===== config.mk =====
export PLATFORM = sky130hd
export DESIGN_NAME = mc_controller
export DESIGN_NICKNAME = d
export VERILOG_FILES = /design/src/rtl/mc_pkg.sv /design/src/rtl/mc_decoder.sv /design/src/rtl/mc_controller.sv
export SDC_FILE = /design/constraint.sdc
export NUM_CORES = 1
export LEC_CHECK = 0
export BUFFER_PORTS_ARGS = -buffer_cell sky130_fd_sc_hd__buf_2
export CELL_PAD_IN_SITES_DETAIL_PLACEMENT = 1
export CELL_PAD_IN_SITES_GLOBAL_PLACEMENT = 1
export CORE_MARGIN = 1.5
export CORE_UTILIZATION = 37
export DETAILED_ROUTE_END_ITERATION = 10
export PLACE_DENSITY_LB_ADDON = 0.1
export SYNTH_ARGS = -nofsm -noshare
export SYNTH_HDL_FRONTEND = slang
export SYNTH_SLANG_ARGS = --single-unit

===== constraint.sdc =====
create_clock -name clk -period 1.8 [get_ports clk]
set_input_delay 0.36 -clock clk [delete_from_list [all_inputs] [get_ports clk]]
set_output_delay 0.36 -clock clk [all_outputs]
set_load 0.05 [all_outputs]

===== src/rtl/mc_pkg.sv =====
// mc_pkg: shared definitions for the multi-cycle MIPS controller.
//   - state_t  : sequencer phases
//   - iclass_t : decoded instruction class that steers the sequencing
//   - opcode / funct constants, alu_c / result_c / pc_next_c encodings
//   - ctrl_t   : packed control word produced by mc_decoder
package mc_pkg;

    typedef enum logic [2:0] {
        S_FETCH,
        S_DECODE,
        S_EXEC,
        S_MEM,
        S_WB,
        S_HALT
    } state_t;

    // CL_NONE sits at zero so the all-zero reset control word is a legal value.
    typedef enum logic [3:0] {
        CL_NONE,
        CL_ALU,
        CL_LW,
        CL_SW,
        CL_BEQ,
        CL_BNE,
        CL_J,
        CL_HALT,
        CL_ILL
    } iclass_t;

    localparam logic [5:0] OP_RTYPE = 6'h00;
    localparam logic [5:0] OP_J     = 6'h02;
    localparam logic [5:0] OP_BEQ   = 6'h04;
    localparam logic [5:0] OP_BNE   = 6'h05;
    localparam logic [5:0] OP_ADDI  = 6'h08;
    localparam logic [5:0] OP_ANDI  = 6'h0C;
    localparam logic [5:0] OP_ORI   = 6'h0D;
    localparam logic [5:0] OP_LW    = 6'h23;
    localparam logic [5:0] OP_SW    = 6'h2B;

    localparam logic [5:0] FN_SLL = 6'h00;
    localparam logic [5:0] FN_SRL = 6'h02;
    localparam logic [5:0] FN_ADD = 6'h20;
    localparam logic [5:0] FN_SUB = 6'h22;
    localparam logic [5:0] FN_AND = 6'h24;
    localparam logic [5:0] FN_OR  = 6'h25;
    localparam logic [5:0] FN_SLT = 6'h2A;

    localparam logic [3:0] ALU_ADD = 4'd0;
    localparam logic [3:0] ALU_SUB = 4'd1;
    localparam logic [3:0] ALU_AND = 4'd2;
    localparam logic [3:0] ALU_OR  = 4'd3;
    localparam logic [3:0] ALU_SLT = 4'd4;

    localparam logic [1:0] RES_ALU   = 2'd0;
    localparam logic [1:0] RES_MEM   = 2'd1;
    localparam logic [1:0] RES_SHIFT = 2'd2;

    localparam logic [1:0] PCN_SEQ = 2'd0;
    localparam logic [1:0] PCN_BR  = 2'd1;
    localparam logic [1:0] PCN_JMP = 2'd2;

    typedef struct packed {
        iclass_t    cls;
        logic [3:0] alu_c;
        logic [1:0] result_c;
        logic       argB_c;
        logic       dest_reg_c;
        logic       ext_c;
        logic       sh_d_c;
    } ctrl_t;

    localparam ctrl_t CTRL_RESET = '0;

endpackage


===== src/rtl/mc_decoder.sv =====
// mc_decoder: purely combinational instruction decoder.
// Ports:
//   i_op_c    [5:0] opcode field instr[31:26]
//   i_funct   [5:0] function field instr[5:0]
//   o_ctrl    ctrl_t class plus datapath selects
//   o_illegal 1     opcode/funct not decodable
module mc_decoder
    import mc_pkg::*;
#(
    parameter logic [5:0] HALT_OP = 6'h3F
) (
    input  logic [5:0] i_op_c,
    input  logic [5:0] i_funct,
    output ctrl_t      o_ctrl,
    output logic       o_illegal
);

    always_comb begin
        o_ctrl     = CTRL_RESET;
        o_ctrl.cls = CL_ILL;
        // HALT_OP is checked first so it wins even if it aliases a real opcode.
        if (i_op_c == HALT_OP) begin
            o_ctrl.cls = CL_HALT;
        end else begin
            case (i_op_c)
                OP_RTYPE: begin
                    o_ctrl.cls = CL_ALU;
                    case (i_funct)
                        FN_ADD: o_ctrl.alu_c = ALU_ADD;
                        FN_SUB: o_ctrl.alu_c = ALU_SUB;
                        FN_AND: o_ctrl.alu_c = ALU_AND;
                        FN_OR:  o_ctrl.alu_c = ALU_OR;
                        FN_SLT: o_ctrl.alu_c = ALU_SLT;
                        FN_SLL: begin
                            o_ctrl.result_c = RES_SHIFT;
                            o_ctrl.sh_d_c   = 1'b0;
                        end
                        FN_SRL: begin
                            o_ctrl.result_c = RES_SHIFT;
                            o_ctrl.sh_d_c   = 1'b1;
                        end
                        default: o_ctrl.cls = CL_ILL;
                    endcase
                end
                OP_J: o_ctrl.cls = CL_J;
                OP_BEQ: begin
                    o_ctrl.cls   = CL_BEQ;
                    o_ctrl.alu_c = ALU_SUB;
                    o_ctrl.ext_c = 1'b1;
                end
                OP_BNE: begin
                    o_ctrl.cls   = CL_BNE;
                    o_ctrl.alu_c = ALU_SUB;
                    o_ctrl.ext_c = 1'b1;
                end
                OP_ADDI: begin
                    o_ctrl.cls        = CL_ALU;
                    o_ctrl.alu_c      = ALU_ADD;
                    o_ctrl.ext_c      = 1'b1;
                    o_ctrl.argB_c     = 1'b1;
                    o_ctrl.dest_reg_c = 1'b1;
                end
                OP_ANDI: begin
                    o_ctrl.cls        = CL_ALU;
                    o_ctrl.alu_c      = ALU_AND;
                    o_ctrl.argB_c     = 1'b1;
                    o_ctrl.dest_reg_c = 1'b1;
                end
                OP_ORI: begin
                    o_ctrl.cls        = CL_ALU;
                    o_ctrl.alu_c      = ALU_OR;
                    o_ctrl.argB_c     = 1'b1;
                    o_ctrl.dest_reg_c = 1'b1;
                end
                OP_LW: begin
                    o_ctrl.cls        = CL_LW;
                    o_ctrl.alu_c      = ALU_ADD;
                    o_ctrl.ext_c      = 1'b1;
                    o_ctrl.argB_c     = 1'b1;
                    o_ctrl.dest_reg_c = 1'b1;
                    o_ctrl.result_c   = RES_MEM;
                end
                OP_SW: begin
                    o_ctrl.cls    = CL_SW;
                    o_ctrl.alu_c  = ALU_ADD;
                    o_ctrl.ext_c  = 1'b1;
                    o_ctrl.argB_c = 1'b1;
                end
                default: o_ctrl.cls = CL_ILL;
            endcase
        end
        o_illegal = (o_ctrl.cls == CL_ILL);
    end

endmodule


===== src/rtl/mc_controller.sv =====
// mc_controller: multi-cycle sequencer for the MIPS datapath.
// Phases FETCH -> DECODE -> (EXEC -> (MEM | WB)) -> FETCH, plus HALT.
// Ports:
//   clk, reset (async, active low)
//   op_c, funct           instruction fields from the IR
//   zero                  ALU zero flag (branch resolution in EXEC)
//   imem_ready, mem_ready memory handshakes
//   imem_req, ir_we, pc_en, mem_re, mem_we, we_c   strobes (combinational)
//   argB_c, dest_reg_c, ext_c, sh_d_c, alu_c, result_c  selects registered in DECODE
//   pc_next_c             PC source, valid when pc_en = 1
//   halted, illegal       status
module mc_controller
    import mc_pkg::*;
#(
    parameter logic [5:0] HALT_OP      = 6'h3F,
    parameter bit         ILLEGAL_SKIP = 1'b1
) (
    input  logic       clk,
    input  logic       reset,
    input  logic [5:0] op_c,
    input  logic [5:0] funct,
    input  logic       zero,
    input  logic       imem_ready,
    input  logic       mem_ready,
    output logic       imem_req,
    output logic       ir_we,
    output logic       pc_en,
    output logic       mem_re,
    output logic       mem_we,
    output logic       we_c,
    output logic       argB_c,
    output logic       dest_reg_c,
    output logic       ext_c,
    output logic       sh_d_c,
    output logic [1:0] pc_next_c,
    output logic [1:0] result_c,
    output logic [3:0] alu_c,
    output logic       halted,
    output logic       illegal
);

    state_t r_state;
    state_t w_next;
    ctrl_t  r_ctrl;
    ctrl_t  w_dec_ctrl;
    logic   w_dec_illegal;

    mc_decoder #(
        .HALT_OP (HALT_OP)
    ) u_decoder (
        .i_op_c    (op_c),
        .i_funct   (funct),
        .o_ctrl    (w_dec_ctrl),
        .o_illegal (w_dec_illegal)
    );

    always_ff @(posedge clk or negedge reset) begin
        if (!reset) begin
            r_state <= S_FETCH;
            r_ctrl  <= CTRL_RESET;
        end else begin
            r_state <= w_next;
            if (r_state == S_DECODE) begin
                r_ctrl <= w_dec_ctrl;
            end
        end
    end

    assign argB_c     = r_ctrl.argB_c;
    assign dest_reg_c = r_ctrl.dest_reg_c;
    assign ext_c      = r_ctrl.ext_c;
    assign sh_d_c     = r_ctrl.sh_d_c;
    assign result_c   = r_ctrl.result_c;
    assign alu_c      = r_ctrl.alu_c;

    always_comb begin
        w_next    = r_state;
        imem_req  = 1'b0;
        ir_we     = 1'b0;
        pc_en     = 1'b0;
        mem_re    = 1'b0;
        mem_we    = 1'b0;
        we_c      = 1'b0;
        pc_next_c = PCN_SEQ;
        halted    = 1'b0;
        illegal   = 1'b0;

        case (r_state)
            S_FETCH: begin
                imem_req = 1'b1;
                if (imem_ready) begin
                    ir_we  = 1'b1;
                    w_next = S_DECODE;
                end
            end
            S_DECODE: begin
                // j and illegal-skip retire here from the live decode,
                // before the control word is registered.
                case (w_dec_ctrl.cls)
                    CL_J: begin
                        pc_en     = 1'b1;
                        pc_next_c = PCN_JMP;
                        w_next    = S_FETCH;
                    end
                    CL_HALT: w_next = S_HALT;
                    CL_ILL: begin
                        illegal = w_dec_illegal;
                        if (ILLEGAL_SKIP) begin
                            pc_en  = 1'b1;
                            w_next = S_FETCH;
                        end else begin
                            w_next = S_HALT;
                        end
                    end
                    default: w_next = S_EXEC;
                endcase
            end
            S_EXEC: begin
                case (r_ctrl.cls)
                    CL_BEQ, CL_BNE: begin
                        pc_en = 1'b1;
                        if (zero ^ (r_ctrl.cls == CL_BNE)) begin
                            pc_next_c = PCN_BR;
                        end
                        w_next = S_FETCH;
                    end
                    CL_LW, CL_SW: w_next = S_MEM;
                    default:      w_next = S_WB;
                endcase
            end
            S_MEM: begin
                if (r_ctrl.cls == CL_LW) begin
                    mem_re = 1'b1;
                    if (mem_ready) begin
                        we_c   = 1'b1;
                        pc_en  = 1'b1;
                        w_next = S_FETCH;
                    end
                end else if (r_ctrl.cls == CL_SW) begin
                    mem_we = 1'b1;
                    if (mem_ready) begin
                        pc_en  = 1'b1;
                        w_next = S_FETCH;
                    end
                end else begin
                    w_next = S_FETCH;
                end
            end
            S_WB: begin
                we_c   = 1'b1;
                pc_en  = 1'b1;
                w_next = S_FETCH;
            end
            S_HALT: begin
                halted = 1'b1;
            end
            default: w_next = S_FETCH;
        endcase

        // Reset assertion kills every strobe at once, independent of the clock.
        if (!reset) begin
            imem_req  = 1'b0;
            ir_we     = 1'b0;
            pc_en     = 1'b0;
            mem_re    = 1'b0;
            mem_we    = 1'b0;
            we_c      = 1'b0;
            pc_next_c = PCN_SEQ;
            halted    = 1'b0;
            illegal   = 1'b0;
        end
    end

endmodule


Word level (Yosys, flattened, before mapping) --
Index checks and enable logic that the tools add are counted.
Cells by class: add/subtract/negate cells 0, multiply operators 0, divide/modulo/power cells 0, order comparisons 0, equality and inequality tests 28, shifts and indexed selects 0, multiplexer cells 52, bitwise logic cells 2, reductions and logical operators 14
Operator list (number):
- $eq 6x6->1 const B | 8
- $mux 1 | 32
- $pmux 4 s7 | 1
- $pmux 3 s4 | 2
- $eq 6x4->1 const B | 3
- $eq 4x3->1 const B | 4
- $pmux 3 s5 | 1
- $eq 6x2->1 const B | 2
- $eq 6x3->1 const B | 2
- $logic_not 6->1 | 2
- $mux 3 | 4
- $pmux 3 s2 | 2
- $mux 10 | 1
- $reduce_or 2->1 | 5
- $reduce_or 5->1 | 2
- $eq 4x2->1 const B | 2
- $mux 4 | 2
- $pmux 2 s2 | 2
- $reduce_or 7->1 | 1
- $eq 3x2->1 const B | 2
- $eq 3x3->1 const B | 2
- $mux 2 | 3
- $eq 4x4->1 const B | 1
- $pmux 1 s4 | 1
- 9 further kinds | 9
Word-level totals: register bits after elaboration 17, bits in latches 0, memory bits (writable) 0, ROM bits 0, bits of input ports 17, output and inout port bits 20, memories kept 0

Longest topological paths before layout --
Gate-level depths: netlist of run 1.
word-level depth 10, mapped depth 7

Modules after synthesis --
Synthesis of run 1 repeated with hierarchy kept, for this count alone.
Unflattened totals: cells, all modules 146, area total of the unflattened synthesis 1365.1 sq um
Modules (own cells, without submodules):
- mc_controller | times used 1, cells an instance 82, area each 943.4 sq um
- mc_decoder | times used 1, cells an instance 64, area each 421.7 sq um

Worst setup path before layout of run 1 --
No wires, ideal clock.
path type register to output, start point register r_state[2], end point output port pc_next_c[0], data arrival time 2.260 ns, data required time 1.440 ns, slack -0.820 ns, cell stages (with the launch flop) 5, path buffers 1, cell sequence dfrtp_1 clkbuf_1 nor2_1 nand2_1 nor4bb_1
On the way: word-level cells in the longest chain between the ends 3, elaborated cells between the ends (all ways) 4, classes of those cells eq/ne (2); mux (2)
Ends and longest elaborated chain:
- start: declaration | RTL line mc_controller.sv:42 | state_t r_state;
- start signal: assignment | RTL line mc_controller.sv:62 | r_state <= w_next;
- $eq 3x2->1 / $eq 3x1->1 (equally long branches) | RTL line mc_controller.sv:88 | case (r_state)
- $pmux 2 s2 (*) | RTL line mc_controller.sv:88
- $mux 2 (*) | RTL line mc_controller.sv:161 | if (!reset) begin
- end: declaration | RTL line mc_controller.sv:35 | output logic [1:0] pc_next_c,
Every way passes the cells marked *; elsewhere a longest branch is shown, timed or not.

Worst setup path after layout of run 1 --
start point register r_ctrl[11] in the netlist's numbering, end point output port pc_en
On the way: word-level cells in the longest chain between the ends 5, elaborated cells between the ends (all ways) 10, classes of those cells eq/ne (4); mux (5); reduce/logical (1)
Ends and longest elaborated chain:
- start: declaration | RTL line mc_controller.sv:44 | ctrl_t r_ctrl;
- start signal: assignment | RTL line mc_controller.sv:64 | r_ctrl <= w_dec_ctrl;
- $eq 4x2->1 / $eq 4x3->1 (equally long branches) | RTL line mc_controller.sv:139, mc_controller.sv:119
- $mux 1 / $reduce_or 2->1 (equally long branches) | RTL line mc_controller.sv:139, mc_controller.sv:119
- $mux 1 (on tied branches) | RTL line mc_controller.sv:132, mc_controller.sv:119
- $pmux 1 s4 (*) | RTL line mc_controller.sv:88
- $mux 1 (*) | RTL line mc_controller.sv:161
- end: declaration | RTL line mc_controller.sv:27 | output logic pc_en,
Marks and branches as above.

==> out/metrics.cfg, run 1 <==
[worst_setup_path]
r2r_cells = 5
critPathLaunchType = flop
end_kind = primary output
arrival_ns = 1.73
worstSetupPathType = reg2out
cp.required_ns = 1.44
path_max_fanout = 3

[finish]
diodes = 0
fillers = 346
synthToLayoutAreaGrowth_pct = 76.46
fin_area_mm2 = 0.002148
final_nets = 243
drive_gt1_share_pct = 62.22

[die]
die_w_um = 60.36
initial_core_util_pct = 39.55
core_mm2 = 0.003078
die-area_mm2 = 0.003643
io_pins = 37
die_h_um = 60.36
fp-row-count = 20

[global_route]
gr-usage-met2_pct = 63.51
grt_max_degree = 17
use_met3_pct = 3.198
use_met1_pct = 35.07
grt_usage_pct = 32.65
grt_pass1_wl_um = 8424
grt_pass1_vias = 1648
grt-busiest-layer = met2
grt_overflow = 0
antenna_found_initial = 0

[placement]
gp_congestion = 0.8895
io_buffers = 35
dp_hpwl_um = 3083
dpl_cell_area_mm2 = 0.001695

[sta]
finalSetupViolations = 7
fin_crit_ns = 2.092
skew_ns = 0.02101
hold_violations = 0
fin_crit_sh_pct = 116.2
fmax_mhz = 478.0
tns_ns = -1.387
rsz0062_at_grt = yes
worst_slack_ns = -0.2920
slew_viol_final = 0

[drt]
routed-via-count = 1563
routed_via_density = 5.810
totalWireLength_um = 6531
wl_per_cell_um = 24.28
drt_pass1_iterations = 4
drc_errors = 0
drtIter0Drc = 73
postRouteAntennaNets = 0

[clock_network]
cts_max_level = 1
cts_buffers = 3
clock-sinks = 16
cts_tree = yes
clock-root-buffer = clkbuf_4
clk_latency_ns = 0.32
clk_pin_slew_ns = 0.12
clockBufferDepth = 2

[power_and_ir_drop]
clock_power_share_pct = 17.0
swShare_pct = 41.81
power_per_cell_area_mw_per_mm2 = 710.4
switchingPower_uw = 638.1
ir_worst_vdd_v = 0.0003940
finalPower_uw = 1526
seqPwrFrac_pct = 31.3
internal_power_uw = 888.2
combPwrFrac_pct = 51.7
leakage_uw = 0.0009893

[logic_synthesis]
synth_top_cell_by_area = dfrtp_1
synth_area_mm2 = 0.001217
post_synth.cell_area_avg_um2 = 8.396
synth_most_common_cell = nand2_1
synth.top_cell.area_share_pct = 32.89
synth_edf_count = 0
yosysSeqAreaShare_pct = 32.89
synth_common_cells = nand2_1 (19), nor2_1 (18), dfrtp_1 (16)
ys_warn_count = 0
syn_nets = 162
synthArstFlopShare_pct = 100.0
synth_cell_type_count = 39
ys_ff_latch = 16
synth_ff_type = dfrtp_1
syn_inst = 145
ys_top_cells_by_area = dfrtp_1 (33%), nand2_1 (5.9%), nor2_1 (5.5%)

[hold_path]
hp-class = in2async

[status]
outcome = complete, but fails checks
violations = setup timing

[job]
maxCapViolations = 0

cell families after synthesis:
family | count (synthesis) | synth area share (%)
mux | 2 | 2.158
buf+inv | 17 | 9.866
xor+xnor | 3 | 2.159
compound gates | 35 | 19.63
other cells | 1 | 0.3080
flops | 16 | 32.89
simple gates | 71 | 32.99
placed cells by master, fill, tap and decap left out, drive strengths merged, types with 2 or more instances in the layout:
cell    netlist  routed
o21ai         7       7
a22o          2       2
nand2        19      19
dfrtp        16      16
o31ai         7       7
nor2b         8       8
nand2b        2       2
mux2          2       2
nor3b         3       3
and3          5       5
a21oi         5       5
nor2         18      18
nor3          5       5
clkbuf        3       4
or2           2       2
inv           3       3
buf          11      89
a31oi         5       5
a32oi         3       3
xnor2         3       3
nand3         5       5
cell type report:
| class | instances | area (µm²) | share of cell area, % |
|---|---|---|---|
| Clock buffer | 4 | 36.28 | 1.689 |
| Inverter | 3 | 11.26 | 0.5242 |
| Multi-Input combinational cell | 112 | 907.1 | 42.22 |
| Sequential cell | 16 | 405.4 | 18.87 |
| Tap cell | 44 | 55.05 | 2.563 |
| Timing Repair Buffer | 90 | 733.2 | 34.13 |
registers in the layout (all words and copies together) (netlist names):
name and flops:
argB_c 1, sh_d_c 1, r_state 3, ext_c 1
alu_c 3, r_ctrl 4, result_c 2, dest_reg_c 1
metrics by stage:
step	hold slack [ns]	util [%]	setup WS [ns]	std cells
floorplan	0.06441	-	-0.02468	145
global placement	0.1882	55.08	-0.2155	250
global route	0.1212	69.80	-0.3552	269
detailed placement	0.1913	55.08	-0.2333	250
finish	0.1140	69.80	-0.2920	269
CTS	0.1089	67.40	-0.2297	266
final timing paths:
| path | startpoint | endpoint | slack [ns] |
|---|---|---|---|
| max | r_ctrl[11]$_DFFE_PN0P_ | pc_en | -0.29 |
| min | reset | r_state[2]$_DFFE_PN0P_ | 0.11 |
| max reg2reg | r_state[2]$_DFFE_PN0P_ | r_ctrl[12]$_DFFE_PN0P_ | 0.06 |
| min reg2reg | alu_c[0]$_DFFE_PN0P_ | alu_c[0]$_DFFE_PN0P_ | 0.52 |
| max in group asynchronous | reset | r_state[0]$_DFFE_PN0P_ | 1.16 |
| min in group clk | funct[3] | sh_d_c$_DFFE_PN0P_ | 0.38 |
power groups by stage:
stage | clock network, µW | registers [µW] | logic (µW)
after floorplan | 0 | 478 | 342
after global placement | 0 | 456 | 537
after detailed placement | 0 | 462 | 558
after CTS | 240 | 466 | 689
after global routing | 276 | 482 | 816
final | 259 | 478 | 789
worst max-delay path: stages (launching register included):
cell	delay, ns
dfrtp_1	0.45
nor3b_2	0.19
buf_4	0.16
a21oi_2	0.06
nor2_2	0.16
a31oi_4	0.06
a21oi_4	0.15
buf_6	0.18
per-layer routing:
metal | part of all wire [%] | vias to the layer above | routed length [µm]
li1 | - | 666 | -
met1 | 35 | 760 | 2291
met2 | 54 | 107 | 3538
met3 | 5.9 | 30 | 387
met4 | 4.8 | 0 | 314
met5 | 0 | - | 0
repair_timing:
action | CTS | global route
buffers inserted | 11 | 3
pin swaps | 18 | 8
resized for setup | 69 | 13
hold buffers | 1 | 0
endpoints found under the setup margin | 9 | 9
endpoints found under the hold margin | 1 | 0
(Power assumes the default switching activity.)
==> inputs of run 2 (changes only) <==
--- a/config.mk
+++ b/config.mk
@@ -9,7 +9,7 @@
 export CELL_PAD_IN_SITES_DETAIL_PLACEMENT = 1
 export CELL_PAD_IN_SITES_GLOBAL_PLACEMENT = 1
 export CORE_MARGIN = 1.5
-export CORE_UTILIZATION = 37
+export CORE_UTILIZATION = 40
 export DETAILED_ROUTE_END_ITERATION = 10
 export PLACE_DENSITY_LB_ADDON = 0.1
 export SYNTH_ARGS = -nofsm -noshare
==> constraint.sdc (replaced) <==
create_clock -name clk -period 2.62 [get_ports clk]
set_input_delay 0.524 -clock clk [delete_from_list [all_inputs] [get_ports clk]]
set_output_delay 0.524 -clock clk [all_outputs]
set_load 0.05 [all_outputs]
==> out/metrics.cfg, run 2 (same netlist as run 1, synthesis figures left out) <==
[sta]
fmax_mhz = 414.0
fin_crit_ns = 2.415
slew_viol_final = 0
skew_ns = 0.001117
finalSetupViolations = 0
hold_violations = 0
fin_crit_sh_pct = 92.19
rsz0062_at_grt = no
tns_ns = 0

[clock_network]
cts_max_level = 1
clockBufferDepth = 2
clock-sinks = 16
clock-root-buffer = clkbuf_4
clk_pin_slew_ns = 0.08
cts_tree = yes
clk_latency_ns = 0.27
holdBufCountCts = 0
cts_buffers = 3

[drt]
routed-via-count = 1101
routed_via_density = 5.397
drtIter0Drc = 66
drt_pass1_iterations = 8
totalWireLength_um = 3051
postRouteAntennaNets = 0
wl_per_cell_um = 14.96
drc_errors = 4

[global_route]
grt_pass1_vias = 1110
grt_pass1_wl_um = 5112
grt_usage_pct = 19.54
antenna_found_initial = 0
grt_overflow = 0
grt-busiest-layer = met2
gr-usage-met2_pct = 32.31
use_met3_pct = 1.339
grt_max_degree = 20
use_met1_pct = 26.82

[die]
die-area_mm2 = 0.003384
core_mm2 = 0.002829
die_h_um = 58.17
die_w_um = 58.17
fp-row-count = 19
initial_core_util_pct = 43.03
io_pins = 37

[power_and_ir_drop]
internal_power_uw = 440.3
combPwrFrac_pct = 39.7
switchingPower_uw = 293.3
swShare_pct = 39.98
clock_power_share_pct = 16.5
finalPower_uw = 733.6
leakage_uw = 0.0006628
power_per_cell_area_mw_per_mm2 = 529.2
seqPwrFrac_pct = 43.8
ir_worst_vdd_v = 0.0001891

[finish]
regMostFlops = r_ctrl
instances_no_fill = 204
mostFrequentLayoutCell = buf_2
synthToLayoutAreaGrowth_pct = 13.87
utilization_pct = 49.00
multiInputGateArea_um2 = 708.2
fin_area_mm2 = 0.001386
final_nets = 192
diodes = 0
seq_area_um2 = 400.4
mostFrequentLayoutCells = buf_2 (35), nand2_1 (19), nor2_1 (18)
drive_gt1_share_pct = 31.21
fillers = 358
largest_reg_flops = 4

[worst_setup_path]
path_max_fanout = 10
end_kind = primary output
worstSetupPathType = reg2out
critPathLaunchType = flop
cp.required_ns = 2.10
arrival_ns = 1.89

[status]
outcome = complete, but fails checks
violations = DRC

[placement]
gp_congestion = 0.7698
dp.cells = 201
dp_hpwl_um = 2521
dpl_cell_area_mm2 = 0.001359
io_buffers = 35

[hold_path]
hp-class = in2async

[job]
maxCapViolations = 0

## run 2: cell types whose count changed in the layout (fill, tap and decap cells not counted), sizes merged
cell,before,now
buf,89,39
dlygate4sd3,1,0
clkbuf,4,3
## run 2: metal layers
metal	vias up	wire length, µm
met3	2	92
met5	-	0
met4	0	27
li1	570	-
met2	26	1404
met1	503	1526
## run 2: path summary, 6_finish.rpt
path                            cells after the start                 endpoint  slack [ns]               startpoint
worst max-delay path                                5                    pc_en        0.20   r_state[0]$_DFFE_PN0P_
worst min-delay path                                1  result_c[1]$_DFFE_PN0P_        0.14                    reset
worst max register to register                      6   r_ctrl[12]$_DFFE_PN0P_        0.90   r_state[0]$_DFFE_PN0P_
worst min register to register                      2  result_c[1]$_DFFE_PN0P_        0.48  result_c[1]$_DFFE_PN0P_
max in group asynchronous                           2   r_state[1]$_DFFE_PN0P_        2.06                    reset
min in group clk                                    2  result_c[1]$_DFFE_PN0P_        0.48  result_c[1]$_DFFE_PN0P_
## run 2: critical path, cell delays in order (launching register included)
cell and delay, ns:
dfrtp_1 0.51, nor2b_4 0.22, nor2b_1 0.29, o31ai_1 0.15
a21oi_1 0.17, buf_2 0.28
## run 2: layout make-up
class | count | area share (%)
multi-input combinational | 112 | 51.08
sequential | 16 | 28.88
timing repair buffer | 39 | 14.80
tap | 31 | 2.798
clock buffer | 3 | 1.625
inverter | 3 | 0.8123
## run 2: power groups by stage
| stage | logic, µW | clock network [µW] | registers (µW) |
|---|---|---|---|
| after global routing | 318 | 137 | 327 |
| after CTS | 293 | 128 | 320 |
| after global placement | 286 | 0 | 320 |
| after floorplan | 216 | 0 | 328 |
| after detailed placement | 292 | 0 | 325 |
| final | 291 | 121 | 321 |
## run 2: timing repair
item | 4_1_cts | 5_1_grt
setup buffers | 0 | 0
endpoints found under the setup margin | 0 | 1
resized for setup | 0 | 1
## run 2: per-stage QoR
step / hold slack, ns / worst slack, ns
after floorplan: 0.2284 / 0.06359
after global placement: 0.4457 / 0.2702
after detailed placement: 0.4539 / 0.2368
after CTS: 0.1472 / 0.1833
after global routing: 0.1456 / 0.02303
final: 0.1436 / 0.2045
==> inputs of run 3 (changes only) <==
--- a/config.mk
+++ b/config.mk
@@ -5,11 +5,12 @@
 export SDC_FILE = /design/constraint.sdc
 export NUM_CORES = 1
 export LEC_CHECK = 0
+export ABC_AREA = 1
 export BUFFER_PORTS_ARGS = -buffer_cell sky130_fd_sc_hd__buf_2
 export CELL_PAD_IN_SITES_DETAIL_PLACEMENT = 1
 export CELL_PAD_IN_SITES_GLOBAL_PLACEMENT = 1
 export CORE_MARGIN = 1.5
-export CORE_UTILIZATION = 40
+export CORE_UTILIZATION = 37
 export DETAILED_ROUTE_END_ITERATION = 10
 export PLACE_DENSITY_LB_ADDON = 0.1
 export SYNTH_ARGS = -nofsm -noshare
==> out/metrics.cfg, run 3 <==
[clock_network]
holdBufCountCts = 0
clk_pin_slew_ns = 0.09
cts_buffers = 3
cts_resized = 0
clk_latency_ns = 0.29
post_cts_buffers = 0
clock-root-buffer = clkbuf_4
cts_tree = yes
clockBufferDepth = 2
clock-sinks = 16
cts_max_level = 1

[sta]
slew_viol_final = 0
fin_crit_sh_pct = 89.40
fmax_mhz = 426.9
hold_violations = 0
tns_ns = 0
skew_ns = 0.001491
fin_crit_ns = 2.342
finalSetupViolations = 0
rsz0062_at_grt = no

[power_and_ir_drop]
ir_worst_vdd_v = 0.0001930
swShare_pct = 48.30
internal_power_uw = 525.6
leakage_uw = 0.0007821
seqPwrFrac_pct = 34.3
power_per_cell_area_mw_per_mm2 = 745.4
clock_power_share_pct = 16.3
switchingPower_uw = 491.0
combPwrFrac_pct = 49.4

[drt]
drtIter0Drc = 44
routed_via_density = 5.195
postRouteAntennaNets = 0
totalWireLength_um = 3079
wl_per_cell_um = 13.05
routed-via-count = 1226
drt_pass1_iterations = 4
drc_errors = 0

[finish]
final_nets = 221
largest_reg_flops = 4
mostFrequentLayoutCell = nand2_1
diodes = 0
fillers = 420
utilization_pct = 45.42
synthToLayoutAreaGrowth_pct = 19.00
regMostFlops = r_ctrl
drive_gt1_share_pct = 25.62
mostFrequentLayoutCells = nand2_1 (39), buf_2 (35), nor2_1 (23)

[global_route]
grt_pass1_vias = 1222
grt_max_degree = 18
antenna_found_initial = 0
grt_usage_pct = 19.38
grt_pass1_wl_um = 5168
grt_overflow = 0

[worst_setup_path]
worstSetupPathType = in2out
path_max_fanout = 6
path_delay_family = buffers and inverters
critPathLaunchType = primary input
critPathBufInv = 4
end_kind = primary output
slowest_delay_ns = 0.28
cp_cell_sequence = buf_2, inv_1, nor2_1, nand3_1, nand2_1, inv_2, nand3_2, nand3_2, nand2_2, a21oi_2, buf_2
crit_slowest_cell = buf_2
cp.required_ns = 2.10
arrival_ns = 1.82

[job]
maxCapViolations = 0

[die]
core_mm2 = 0.003003
die_h_um = 58.66
die-area_mm2 = 0.003440
initial_core_util_pct = 38.17
die_w_um = 58.66
io_pins = 37
fp-row-count = 20

[logic_synthesis]
synth_top_cell_by_area = dfrtp_1
ys_ff_latch = 16
synth.top_cell.area_share_pct = 34.93
syn_nets = 186
ys_warn_count = 0
synth_edf_count = 0
synthArstFlopShare_pct = 100.0
synth_cell_type_count = 31
synth_ff_type = dfrtp_1
syn_inst = 169
synth_area_mm2 = 0.001146
ys_top_cells_by_area = dfrtp_1 (35%), nand2_1 (13%), nor2_1 (7.5%)
synth_common_cells = nand2_1 (39), nor2_1 (23), inv_1 (22)
post_synth.cell_area_avg_um2 = 6.782
synth_most_common_cell = nand2_1
yosysSeqAreaShare_pct = 34.93

[placement]
io_buffers = 35
gp_congestion = 0.8231
dp_hpwl_um = 2595

[hold_path]
hp-class = in2async

[status]
outcome = complete, no violations

[run 3: cell count changes after synthesis, sizes merged, moves of 5 or more]
cell,before,now
and3,5,0
o31ai,7,1
nand4,0,6
nor2b,8,0
nand3,5,15
nor2,18,25
nand2,19,41
inv,3,23
[run 3: metrics by stage]
step | instance area (µm²) | hold WS [ns] | worst slack (ns) | cells | power [µW]
4_1_cts | 1364 | 0.1877 | 0.2906 | 236 | 1030
5_1_grt | 1364 | 0.1923 | 0.1768 | 236 | 1092
3_5_place_dp | 1328 | 0.4608 | 0.2994 | 232 | 863.0
6_report | 1364 | 0.1806 | 0.2776 | 236 | 1017
3_3_place_gp | 1328 | 0.4598 | 0.3553 | 232 | 845.2
2_1_floorplan | 1146 | 0.2284 | -0.1689 | 169 | 743.5
[run 3: per-layer routing]
metal / vias to the layer above / global-route usage [%] / share of wire [%]
met5: - / 0 / 0
met3: 5 / 1.978 / 3.4
met2: 30 / 36.92 / 52
met4: 0 / 5.844 / 1.3
met1: 579 / 22.63 / 44
li1: 612 / - / -
[run 3: worst paths after layout]
check | cells after the start | startpoint | slack [ns] | endpoint
setup / recovery | 11 | op_c[1] | 0.28 | pc_en
max in group asynchronous | 2 | reset | 2.25 | r_ctrl[13]$_DFFE_PN0P_
setup reg to reg | 5 | r_state[1]$_DFFE_PN0P_ | 1.16 | r_ctrl[11]$_DFFE_PN0P_
hold reg to reg | 2 | argB_c$_DFFE_PN0P_ | 0.48 | argB_c$_DFFE_PN0P_
hold / removal | 2 | reset | 0.18 | r_state[0]$_DFFE_PN0P_
min in group clk | 2 | argB_c$_DFFE_PN0P_ | 0.48 | argB_c$_DFFE_PN0P_
[run 3: cells by family after synthesis]
kind of cell | after synthesis | share of synthesized area [%]
AO/OA/AOI/OAI | 23 | 12.34
AND/OR/NAND/NOR | 97 | 39.52
other | 1 | 0.3272
buffers and inverters | 32 | 12.88
flip-flops | 16 | 34.93
[run 3: power by group through the flow]
stage          registers (µW)  clock network (µW)  logic [µW]
6_report                  348                 166         502
3_3_place_gp              350                   0         495
4_1_cts                   349                 170         511
2_1_floorplan             384                   0         359
3_5_place_dp              354                   0         509
5_1_grt                   357                 178         558
[run 3: final cells by class]
class	count	area, µm²	share of cell area (%)
Clock buffer	4	36.28	2.661
Timing Repair Buffer	38	197.7	14.50
Multi-Input combinational cell	121	598.1	43.85
Tap cell	33	41.29	3.028
Sequential cell	16	400.4	29.36
Inverter	24	90.09	6.605
